===== src/rtl/hazard_ctrl_pkg.sv =====
// Shared pipeline constants and the hazard FSM state encoding.
// Also used by the forwarding and flush logic elsewhere in the core.
package hazard_ctrl_pkg;

  typedef enum logic [1:0] {
    RUN  = 2'd0,
    BUSY = 2'd1,
    DONE = 2'd2
  } hz_state_e;

  localparam logic [4:0]  REG_X0        = 5'd0;
  // addi x0, x0, 0: what a flushed pipeline register decodes as
  localparam logic [31:0] NOP_INSTR     = 32'h0000_0013;
  localparam logic [31:0] STALL_CNT_MAX = 32'hFFFF_FFFF;

endpackage


===== src/rtl/hazard_ctrl_load_use.sv =====
// Load-use detector: the ID instruction needs a register that the load in EX
// has not produced yet. It uses the same compare style as the forwarding unit.
module load_use_detect
  import hazard_ctrl_pkg::*;
(
  input  logic [4:0] ID_rs1_i,
  input  logic [4:0] ID_rs2_i,
  input  logic       ID_use_rs1_i,
  input  logic       ID_use_rs2_i,
  input  logic       EX_MemRead_i,
  input  logic [4:0] EX_rd_i,
  output logic       load_use_o
);

  logic hit_rs1, hit_rs2;

  assign hit_rs1    = ID_use_rs1_i && (ID_rs1_i == EX_rd_i);
  assign hit_rs2    = ID_use_rs2_i && (ID_rs2_i == EX_rd_i);
  assign load_use_o = EX_MemRead_i && (EX_rd_i != REG_X0) && (hit_rs1 || hit_rs2);

endmodule


===== src/rtl/hazard_ctrl.sv =====
// Pipeline stall/flush controller. It handles load-use bubbles, EX-resolved
// redirects and multi-cycle MDU ops, and keeps a perf count of PC stall cycles.
module hazard_ctrl
  import hazard_ctrl_pkg::*;
#(
  parameter int MDU_STALL = 4,
  parameter int CNT_W     = 4
) (
  input  logic        clk,
  input  logic        rst,
  input  logic [4:0]  ID_rs1,
  input  logic [4:0]  ID_rs2,
  input  logic        ID_use_rs1,
  input  logic        ID_use_rs2,
  input  logic        EX_MemRead,
  input  logic [4:0]  EX_rd,
  input  logic        EX_mdu_op,
  input  logic        EX_redirect,
  output logic        PC_stall,
  output logic        IF_ID_stall,
  output logic        IF_ID_flush,
  output logic        ID_EX_stall,
  output logic        ID_EX_flush,
  output logic        EX_MEM_bubble,
  output logic        mdu_busy,
  output logic [31:0] stall_cnt
);

  // The RUN cycle that accepts the op is the first stall, so BUSY counts down the rest.
  localparam logic [CNT_W-1:0] CNT_RELOAD = CNT_W'((MDU_STALL >= 2) ? (MDU_STALL - 2) : 0);

  hz_state_e         state_q, state_d;
  logic [CNT_W-1:0]  cnt_q, cnt_d;
  logic [31:0]       stall_cnt_q, stall_cnt_d;
  logic              load_use;

  load_use_detect u_lud (
    .ID_rs1_i     (ID_rs1),
    .ID_rs2_i     (ID_rs2),
    .ID_use_rs1_i (ID_use_rs1),
    .ID_use_rs2_i (ID_use_rs2),
    .EX_MemRead_i (EX_MemRead),
    .EX_rd_i      (EX_rd),
    .load_use_o   (load_use)
  );

  always_comb begin
    state_d       = state_q;
    cnt_d         = cnt_q;
    PC_stall      = 1'b0;
    IF_ID_stall   = 1'b0;
    IF_ID_flush   = 1'b0;
    ID_EX_stall   = 1'b0;
    ID_EX_flush   = 1'b0;
    EX_MEM_bubble = 1'b0;
    unique case (state_q)
      RUN: begin
        if (EX_redirect) begin
          IF_ID_flush = 1'b1;
          ID_EX_flush = 1'b1;
        end else if (EX_mdu_op) begin
          PC_stall      = 1'b1;
          IF_ID_stall   = 1'b1;
          ID_EX_stall   = 1'b1;
          EX_MEM_bubble = 1'b1;
          if (MDU_STALL == 1) begin
            state_d = DONE;
          end else begin
            cnt_d   = CNT_RELOAD;
            state_d = BUSY;
          end
        end else if (load_use) begin
          PC_stall    = 1'b1;
          IF_ID_stall = 1'b1;
          ID_EX_flush = 1'b1;
        end
      end
      BUSY: begin
        PC_stall      = 1'b1;
        IF_ID_stall   = 1'b1;
        ID_EX_stall   = 1'b1;
        EX_MEM_bubble = 1'b1;
        if (cnt_q == '0) state_d = DONE;
        else             cnt_d   = cnt_q - 1'b1;
      end
      DONE:    state_d = RUN;
      default: state_d = RUN;
    endcase
    if (rst) begin
      PC_stall      = 1'b0;
      IF_ID_stall   = 1'b0;
      IF_ID_flush   = 1'b0;
      ID_EX_stall   = 1'b0;
      ID_EX_flush   = 1'b0;
      EX_MEM_bubble = 1'b0;
    end
  end

  always_comb begin
    stall_cnt_d = stall_cnt_q;
    if (PC_stall && (stall_cnt_q != STALL_CNT_MAX)) stall_cnt_d = stall_cnt_q + 32'd1;
  end

  always_ff @(posedge clk) begin
    if (rst) begin
      state_q     <= RUN;
      cnt_q       <= '0;
      stall_cnt_q <= '0;
    end else begin
      state_q     <= state_d;
      cnt_q       <= cnt_d;
      stall_cnt_q <= stall_cnt_d;
    end
  end

  assign mdu_busy  = (state_q == BUSY) && !rst;
  assign stall_cnt = stall_cnt_q;

endmodule

===== config.mk =====
export PLATFORM = sky130hd
export DESIGN_NAME = hazard_ctrl
export DESIGN_NICKNAME = d
export VERILOG_FILES = /design/src/rtl/hazard_ctrl_pkg.sv /design/src/rtl/hazard_ctrl_load_use.sv /design/src/rtl/hazard_ctrl.sv
export SDC_FILE = /design/constraint.sdc
export NUM_CORES = 1
export LEC_CHECK = 0
export CAP_MARGIN = 20
export CORE_MARGIN = 2
export CORE_UTILIZATION = 60
export DETAILED_ROUTE_END_ITERATION = 12
export DONT_BUFFER_PORTS = 1
export MAX_ROUTING_LAYER = met4
export PLACE_DENSITY_LB_ADDON = 0.05
export SYNTH_ARGS = -nofsm -noshare
export SYNTH_HDL_FRONTEND = slang
export SYNTH_SLANG_ARGS = --single-unit
export TNS_END_PERCENT = 100

===== constraint.sdc =====
create_clock -name clk -period 3.7 [get_ports clk]
set_clock_uncertainty 0.1 [all_clocks]
set_input_delay 0.37 -clock clk [delete_from_list [all_inputs] [get_ports clk]]
set_output_delay 0.37 -clock clk [all_outputs]
set_load 0.03 [all_outputs]

; After elaboration in Yosys (flattened, before gate mapping)
; Index checks and enable logic that the tools add are counted.
[word_totals]
latchBits = 0
register_bits = 38
rom_bits = 0
input_bits = 22
ram_bits = 0
n_memories = 0
[classes]
n_eq_ne = 8
n_mul = 0
reduce_logical = 14
shifts = 0
mux = 24
n_bitwise = 0
div = 0
n_addsub = 2
n_lt_le_gt_ge = 0
[op_table]
columns = operator, n
row1 = $add 32x1->32 const B, 1
row2 = $ne 32x32->1 const B, 1
row3 = $mux 1, 14
row4 = $mux 4, 3
row5 = $eq 5x5->1, 2
row6 = $ne 2x2->1 const B, 4
row7 = $pmux 4 s2, 1
row8 = $logic_and 1x1->1, 6
row9 = $mux 2, 3
row10 = $reduce_bool 5->1, 1
row11 = $logic_not 4->1, 1
row12 = $pmux 1 s2, 2
row13 = $pmux 2 s2, 1
row14 = $reduce_and 4->1, 1
row15 = $sub 4x1->4 const B, 1
row16 = $reduce_and 3->1, 1
row17 = $eq 2x1->1 const B, 1
row18 = $logic_not 2->1, 1
row19 = $reduce_bool 2->1, 1
row20 = $logic_not 1->1, 1
row21 = $logic_or 1x1->1, 1

; Depth between registers and ports, before layout
; Gate-level depths: netlist (run 1).
[depth]
word_depth = 10
mapped_depth = 8
ltp_nobuf = 7

; By module
; A second synthesis (run 1) with hierarchy kept.
[unflattened]
hier_cells = 250
hier_area_um2 = 2108.3
[modules_own_cells]
columns = mod, seq_area_each_um2, n_inst, area_per_inst_um2, cells_each
row1 = hazard_ctrl, 760.7, 1, 1974.4, 233
row2 = load_use_detect, 0.0, 1, 133.9, 17

; Worst setup path after synthesis (run 1)
; OpenSTA, ideal clock, no wires.
[synth_timing]
path_kind = input port to output port
start = in EX_mdu_op
end = out PC_stall
arrival_time_ns = 2.159
n_path_buf = 2
stages = 7
slack_ns = 1.071
required_time_ns = 3.230
path_cell_list = nor2b_1 > nor2_1 > nor3_1 > a21oi_2 > buf_2 > inv_1 > buf_4
[synth_between]
elab_chain_len = 4
[synth_lines]
columns = item, line
row1 = "start, declared", hazard_ctrl.sv:17  ; input logic EX_mdu_op,
row2 = $mux 1 (2 in series), n/a
row3 = $pmux 1 s2, n/a
row4 = $mux 1, n/a
row5 = "end, declared", hazard_ctrl.sv:19  ; output logic PC_stall,
; No other way between the ends.

; Worst setup path in the final report (run 1)
[layout_timing]
start = reg stall_cnt_q[14] (netlist: stall_cnt[14])
end = reg stall_cnt_q[5] (netlist: stall_cnt[5])
[layout_between]
elab_chain_len = 2
[layout_lines]
columns = item, line
row1 = "start, declared", hazard_ctrl.sv:34  ; logic [31:0] stall_cnt_q, stall_cnt_d;
row2 = "start signal, assigned", hazard_ctrl.sv:112  ; stall_cnt_q <= stall_cnt_d;
row3 = $ne 32x32->1, hazard_ctrl.sv:101  ; if (PC_stall && (stall_cnt_q != STALL_CNT_MAX)) stall_cnt_d = stall_cnt_q + 32'd1;
row4 = $logic_and 1x1->1, hazard_ctrl.sv:101
; No other way between the ends.
; A chain may end at the register's enable or synchronous reset.

==> flow_summary_export.csv, run 1 <==
group,metric,value,unit
timing,tns,0,ns
min_path,hp-class,"input port to register",
clock_network,cts_tree,"done",
synth,yosys.area.top_type_share,35.1,%
synth,synth-seq-cells,38,
route,num_vias,1947,
synth,async_flop_share,0,%
clock_network,clk-insertion-delay-late,0.36,ns
synth,synth_edf_count,0,
worst_setup_path,arrival,2.84,ns
outcome,status,"completed",
synth,yosys.area.top_type,"dfxtp_1",
route,first_pass_iters,4,
global_routing,grt-ovfl-total,0,
power_and_ir_drop,finalPower,0.000904,W
floorplanning,fp.dieArea,4110,sq um
synth,avgSynthCellArea,8.41,sq um
clock_network,cts_buffer_depth,2,
route,drt_iter0_drc,157,
cells_and_area,fin_nets,280,
route,routedWlPerCell,15.9,um
synth,synthCells,258,
power_and_ir_drop,power.switching,0.000217,W
clock_network,ctsResizeCount,0,
clock_network,cts-root-buf,"clkbuf_4",
global_routing,antenna_found_initial,0,
floorplanning,die-height,64.1,um
placement,place_inst,293,
global_routing,grt_pass1_wl,8.18,mm
cells_and_area,stdcell_area,2320,sq um
worst_setup_path,cpMaxStageDelayCell,"dfxtp_1",
synth,post_synth_num_cell_types,44,
global_routing,grt_use_total,25.9,%
synth,synth.top_cells.by_count,"dfxtp_1, a21oi_1, nand2_1, nand4_1, or4_1",
worst_setup_path,cp-end-kind,"register",
cells_and_area,drive_gt1_share,8.59,%
worst_setup_path,crit_fanout,20,
worst_setup_path,worst_setup_path_start_kind,"register",
worst_setup_path,critPathBufInv,0,
timing,setup_viol,0,
timing,fin_crit_sh,72.8,%
worst_setup_path,cp_slowest_stage_delay,0.66,ns
power_and_ir_drop,power.share.combinational,11.2,%
route,drtAntennaViolNets,0,
worst_setup_path,crit_type,"register to register",
synth,synthFlopType,"dfxtp_1",
power_and_ir_drop,leakage,0.721,nW
power_and_ir_drop,pwr_density_cell,390,nW/um^2
floorplanning,start_util,63.5,%
synth,synthTopCellsByArea,"dfxtp_1, a21oi_1, or4_1",
floorplanning,rows,21,
cells_and_area,stdcell_count,302,
placement,place_congestion,0.759,
timing,rsz0062_at_grt,"no",
run,drv_cap,0,
placement,dp_hpwl,3.32,mm
worst_setup_path,crit_family,"simple AND/OR/NAND/NOR gates",
global_routing,grt_pass1_vias,1708,
cells_and_area,area_delta_synth_final,6.80,%
route,wl,4.80,mm
timing,max_slew_margin,32.1,%
synth,seq_area_frac_synth,35.1,%
synth,yosys_warnings,0,
route,viasPerCell,6.45,
floorplanning,core,3420,sq um
power_and_ir_drop,pwr-share-seq,47.8,%
power_and_ir_drop,cell_internal_pwr,0.000687,W
placement,dpl_cell_area,2200,sq um
clock_network,cts.clk_slew.worst_paths,0.12,ns
timing,holdWs,0.122,ns
synth,syn_nets,283,
worst_setup_path,cp_cell_sequence,"nand4_1, nor4_2, and3_1, nor4_1, mux2_1",
placement,place.port_buffers,0,
synth,yosysMostFrequentCell,"dfxtp_1",
power_and_ir_drop,ir_drop,220,uV
timing,fmax,371,MHz
timing,tightest_slew,1.02,ns
clock_network,clock-sinks,38,
clock_network,numCtsBuffers,5,
power_and_ir_drop,p_sw_share,24.0,%
global_routing,grt_start_max_net_pins,27,
route,drc,0,
cells_and_area,insertedDiodeCount,0,
clock_network,htreeDepth,2,
floorplanning,die_x,64.1,um
clock_network,cts_setup_buffers,0,
floorplanning,num_io_pins,61,
synth,netlist_area,2170,sq um
power_and_ir_drop,p_clk_share,41.0,%
timing,slew_viol_final,0,
worst_setup_path,required,3.85,ns
timing,hold_viol_final,0,
timing,post-route-min-period,2.69,ns
-- routing by layer --
metal | wire length [um] | share of wire [%] | track usage, %
met1 | 2230 | 47 | 32.9
met2 | 2170 | 45 | 38.4
met3 | 338 | 7.0 | 9.86
met4 | 63 | 1.3 | 7.98
met5 | 0 | 0 | -
-- power by group through the flow --
stage	logic, W	clock network (W)	registers (W)
3_3_place_gp	0.0000949	0	0.000441
6_report	0.000101	0.000370	0.000433
3_5_place_dp	0.0000962	0	0.000442
4_1_cts	0.000102	0.000377	0.000432
5_1_grt	0.000115	0.000395	0.000434
2_1_floorplan	0.0000892	0	0.000438
-- state kept, by name, indices dropped and copies added (netlist names) --
register / flops
stall_cnt: 32
cnt_q: 4
state_q: 2
-- placed cells by master (no fill, tap or decap), types with 2 or more instances in the layout --
cell       count
and2_1         4
nand3_1       10
nor4_1         4
o21ai_0       11
nor2_1        14
nand2_1       16
or3_1          9
dfxtp_1       38
o31ai_1       14
mux2_1         3
xor2_1         2
nor3_1         2
or4_1         15
nor4b_1        2
o41ai_1        4
inv_1          4
nand4_1       16
nor3b_1        2
clkbuf_4       5
nor2b_1        4
xnor2_1       11
o311ai_1       3
and3_1         4
bufinv_16      2
a21oi_1       26
ha_1           3
and4_1         4
buf_4          6
-- worst register-to-register path: stages (launching register included) --
cell     delay, ns
dfxtp_1       0.66
nand4_1       0.22
nor4_2        0.51
and3_1        0.66
nor4_1        0.12
mux2_1        0.33
-- final timing paths --
kind,from,to,slack (ns),cells after the start
max,stall_cnt[14],stall_cnt[5],1.01,5
min,rst,stall_cnt[7],0.12,2
max reg2reg,stall_cnt[14],stall_cnt[5],1.01,5
min reg2reg,cnt_q[1],cnt_q[1],0.42,2
-- per-stage QoR --
step	setup slack (ns)	utilization, %
after floorplan	1.07	-
after global placement	1.09	64.3
after detailed placement	1.01	64.3
after CTS	0.996	67.8
after global routing	0.756	67.8
final	1.01	67.8
-- cell families after synthesis --
| group | after synthesis | synth area share [%] |
|---|---|---|
| AOI/OAI and AO/OA | 64 | 18.2 |
| xor gates and xnor gates | 13 | 5.25 |
| and+or+nand+nor | 116 | 33.4 |
| adders and majority gates | 3 | 1.73 |
| DFF | 38 | 35.1 |
| buffers and inverters | 21 | 4.79 |
| muxes | 3 | 1.56 |
-- layout make-up --
cell class / count / area (sq um)
Fill cell: 303 / 1100
Inverter: 4 / 15.0
Clock inverter: 2 / 60.1
Clock buffer: 6 / 51.3
Tap cell: 46 / 57.6
Multi-Input combinational cell: 199 / 1320
Sequential cell: 38 / 761
Timing Repair Buffer: 7 / 55.1
-- timing repair --
item	CTS	global route
endpoints found under the setup margin	0	0
hold buffers	1	0
endpoints found under the hold margin	26	0
No activity file was read; power rests on OpenSTA's default activity.
==> run 2: changes to the inputs <==
- CORE_UTILIZATION: 60 -> 57
- clock period: 3.7 -> 2.47 ns (I/O delays scaled with it)
==> flow_summary_export.csv, run 2 (synthesis results as in run 1) <==
group,metric,value,unit
power_and_ir_drop,power.share.combinational,12.6,%
power_and_ir_drop,p_sw_share,25.5,%
floorplanning,rows,22,
timing,slew_viol_final,0,
floorplanning,die_x,65.7,um
placement,place.port_buffers,0,
worst_setup_path,crit_type,"register to register",
route,drtAntennaViolNets,0,
cells_and_area,largest_reg_flops,32,
worst_setup_path,startpoint,"stall_cnt[17]",
power_and_ir_drop,ir_drop,277,uV
clock_network,cts.clk_slew.worst_paths,0.08,ns
route,routedWlPerCell,15.8,um
min_path,hp-class,"input port to register",
worst_setup_path,cp-end-kind,"register",
worst_setup_path,worst_setup_path_start_kind,"register",
timing,fin_crit_sh,90.5,%
worst_setup_path,arrival,2.27,ns
floorplanning,fp.dieArea,4320,sq um
worst_setup_path,r2r-start,"stall_cnt[17]",
power_and_ir_drop,leakage,0.904,nW
clock_network,cts_setup_buffers,0,
placement,place_congestion,0.814,
cells_and_area,insertedDiodeCount,0,
global_routing,grt_start_max_net_pins,27,
cells_and_area,final_cell_mix,"dfxtp_1, buf_4, a21oi_1",
placement,dpl_cell_area,2460,sq um
run,drv_cap,0,
cells_and_area,stdcell_area,2580,sq um
route,drt_iter0_drc,172,
clock_network,clock-sinks,38,
power_and_ir_drop,power.switching,0.000340,W
timing,fin_ws,0.234,ns
power_and_ir_drop,cell_internal_pwr,0.000992,W
timing,tightest_slew,1.00,ns
global_routing,grt-ovfl-total,0,
timing,hold_viol_final,0,
cells_and_area,fillerInstances,313,
route,wl,5.32,mm
timing,rsz0062_at_grt,"no",
power_and_ir_drop,pwr-share-seq,48.2,%
route,num_vias,2095,
cells_and_area,drive_gt1_share,19.0,%
outcome,status,"completed",
global_routing,antenna_found_initial,0,
power_and_ir_drop,finalPower,0.00133,W
floorplanning,die-height,65.7,um
route,viasPerCell,6.22,
clock_network,cts-root-buf,"clkbuf_8",
floorplanning,num_io_pins,61,
cells_and_area,fin_nets,313,
floorplanning,start_util,59.3,%
worst_setup_path,required,2.51,ns
placement,post-place-ws,0.261,ns
clock_network,clk-insertion-delay-late,0.29,ns
route,first_pass_iters,4,
timing,setup_viol,0,
global_routing,grt_pass1_wl,9.08,mm
clock_network,cts_buffer_depth,2,
global_routing,grt_use_total,27.6,%
clock_network,numCtsBuffers,5,
min_path,hold_start,"rst",
floorplanning,core,3660,sq um
placement,dp_hpwl,3.78,mm
timing,holdWs,0.0610,ns
cells_and_area,area_delta_synth_final,18.8,%
power_and_ir_drop,p_clk_share,39.2,%
clock_network,htreeDepth,2,
clock_network,cts_tree,"done",
route,drc,0,
timing,post-route-min-period,2.24,ns
timing,fmax,447,MHz
worst_setup_path,crit_fanout,7,
power_and_ir_drop,pwr_density_cell,517,nW/um^2
timing,max_slew_margin,32.8,%
global_routing,grt_pass1_vias,1984,
timing,tns,0,ns
## run 2: repair_timing
item                                   in CTS  in global routing
hold buffers                                1                  0
resized for setup                           0                  0
endpoints found under the hold margin      26                  0
## run 2: final cells by class
cell class                 instances  area (sq um)  area share [%]
sequential                        38           761            29.5
timing repair buffer              40           315            12.2
inverter                           4          15.0           0.583
clock buffer                       5          68.8            2.67
multi-input combinational        199          1320            51.1
tap                               48          60.1            2.33
clock inverter                     3          40.0            1.55
## run 2: critical path: stages (launching register included)
cell and delay, ns:
dfxtp_1 0.36, nand4_1 0.15, nor4_2 0.55, nand3_1 0.46, nand4_4 0.27, or4_1 0.13, a21oi_1 0.06
## run 2: power groups by stage
stage / logic, W / clock network, W / registers [W]
after floorplan: 0.000134 / 0 / 0.000656
after detailed placement: 0.000160 / 0 / 0.000656
final: 0.000168 / 0.000522 / 0.000641
after global routing: 0.000190 / 0.000553 / 0.000644
after global placement: 0.000158 / 0 / 0.000655
after CTS: 0.000169 / 0.000526 / 0.000641
## run 2: through the flow
step,instances,util (%)
finish,337,70.4
global placement,328,67.2
global route,337,70.4
floorplan,258,-
CTS,337,70.4
detailed placement,328,67.2
## run 2: final timing paths
check | cells after the start | endpoint | slack (ns)
max | 6 | stall_cnt[29] | 0.23
min | 2 | cnt_q[0] | 0.06
max reg2reg | 6 | stall_cnt[29] | 0.23
min reg2reg | 2 | cnt_q[1] | 0.42
## run 2: layer usage
layer | GRT usage (%) | up-vias | wire length [um]
li1 | - | 1053 | -
met1 | 33.4 | 971 | 2340
met2 | 43.7 | 62 | 2540
met3 | 7.36 | 9 | 360
met4 | 10.9 | 0 | 76
met5 | - | - | 0
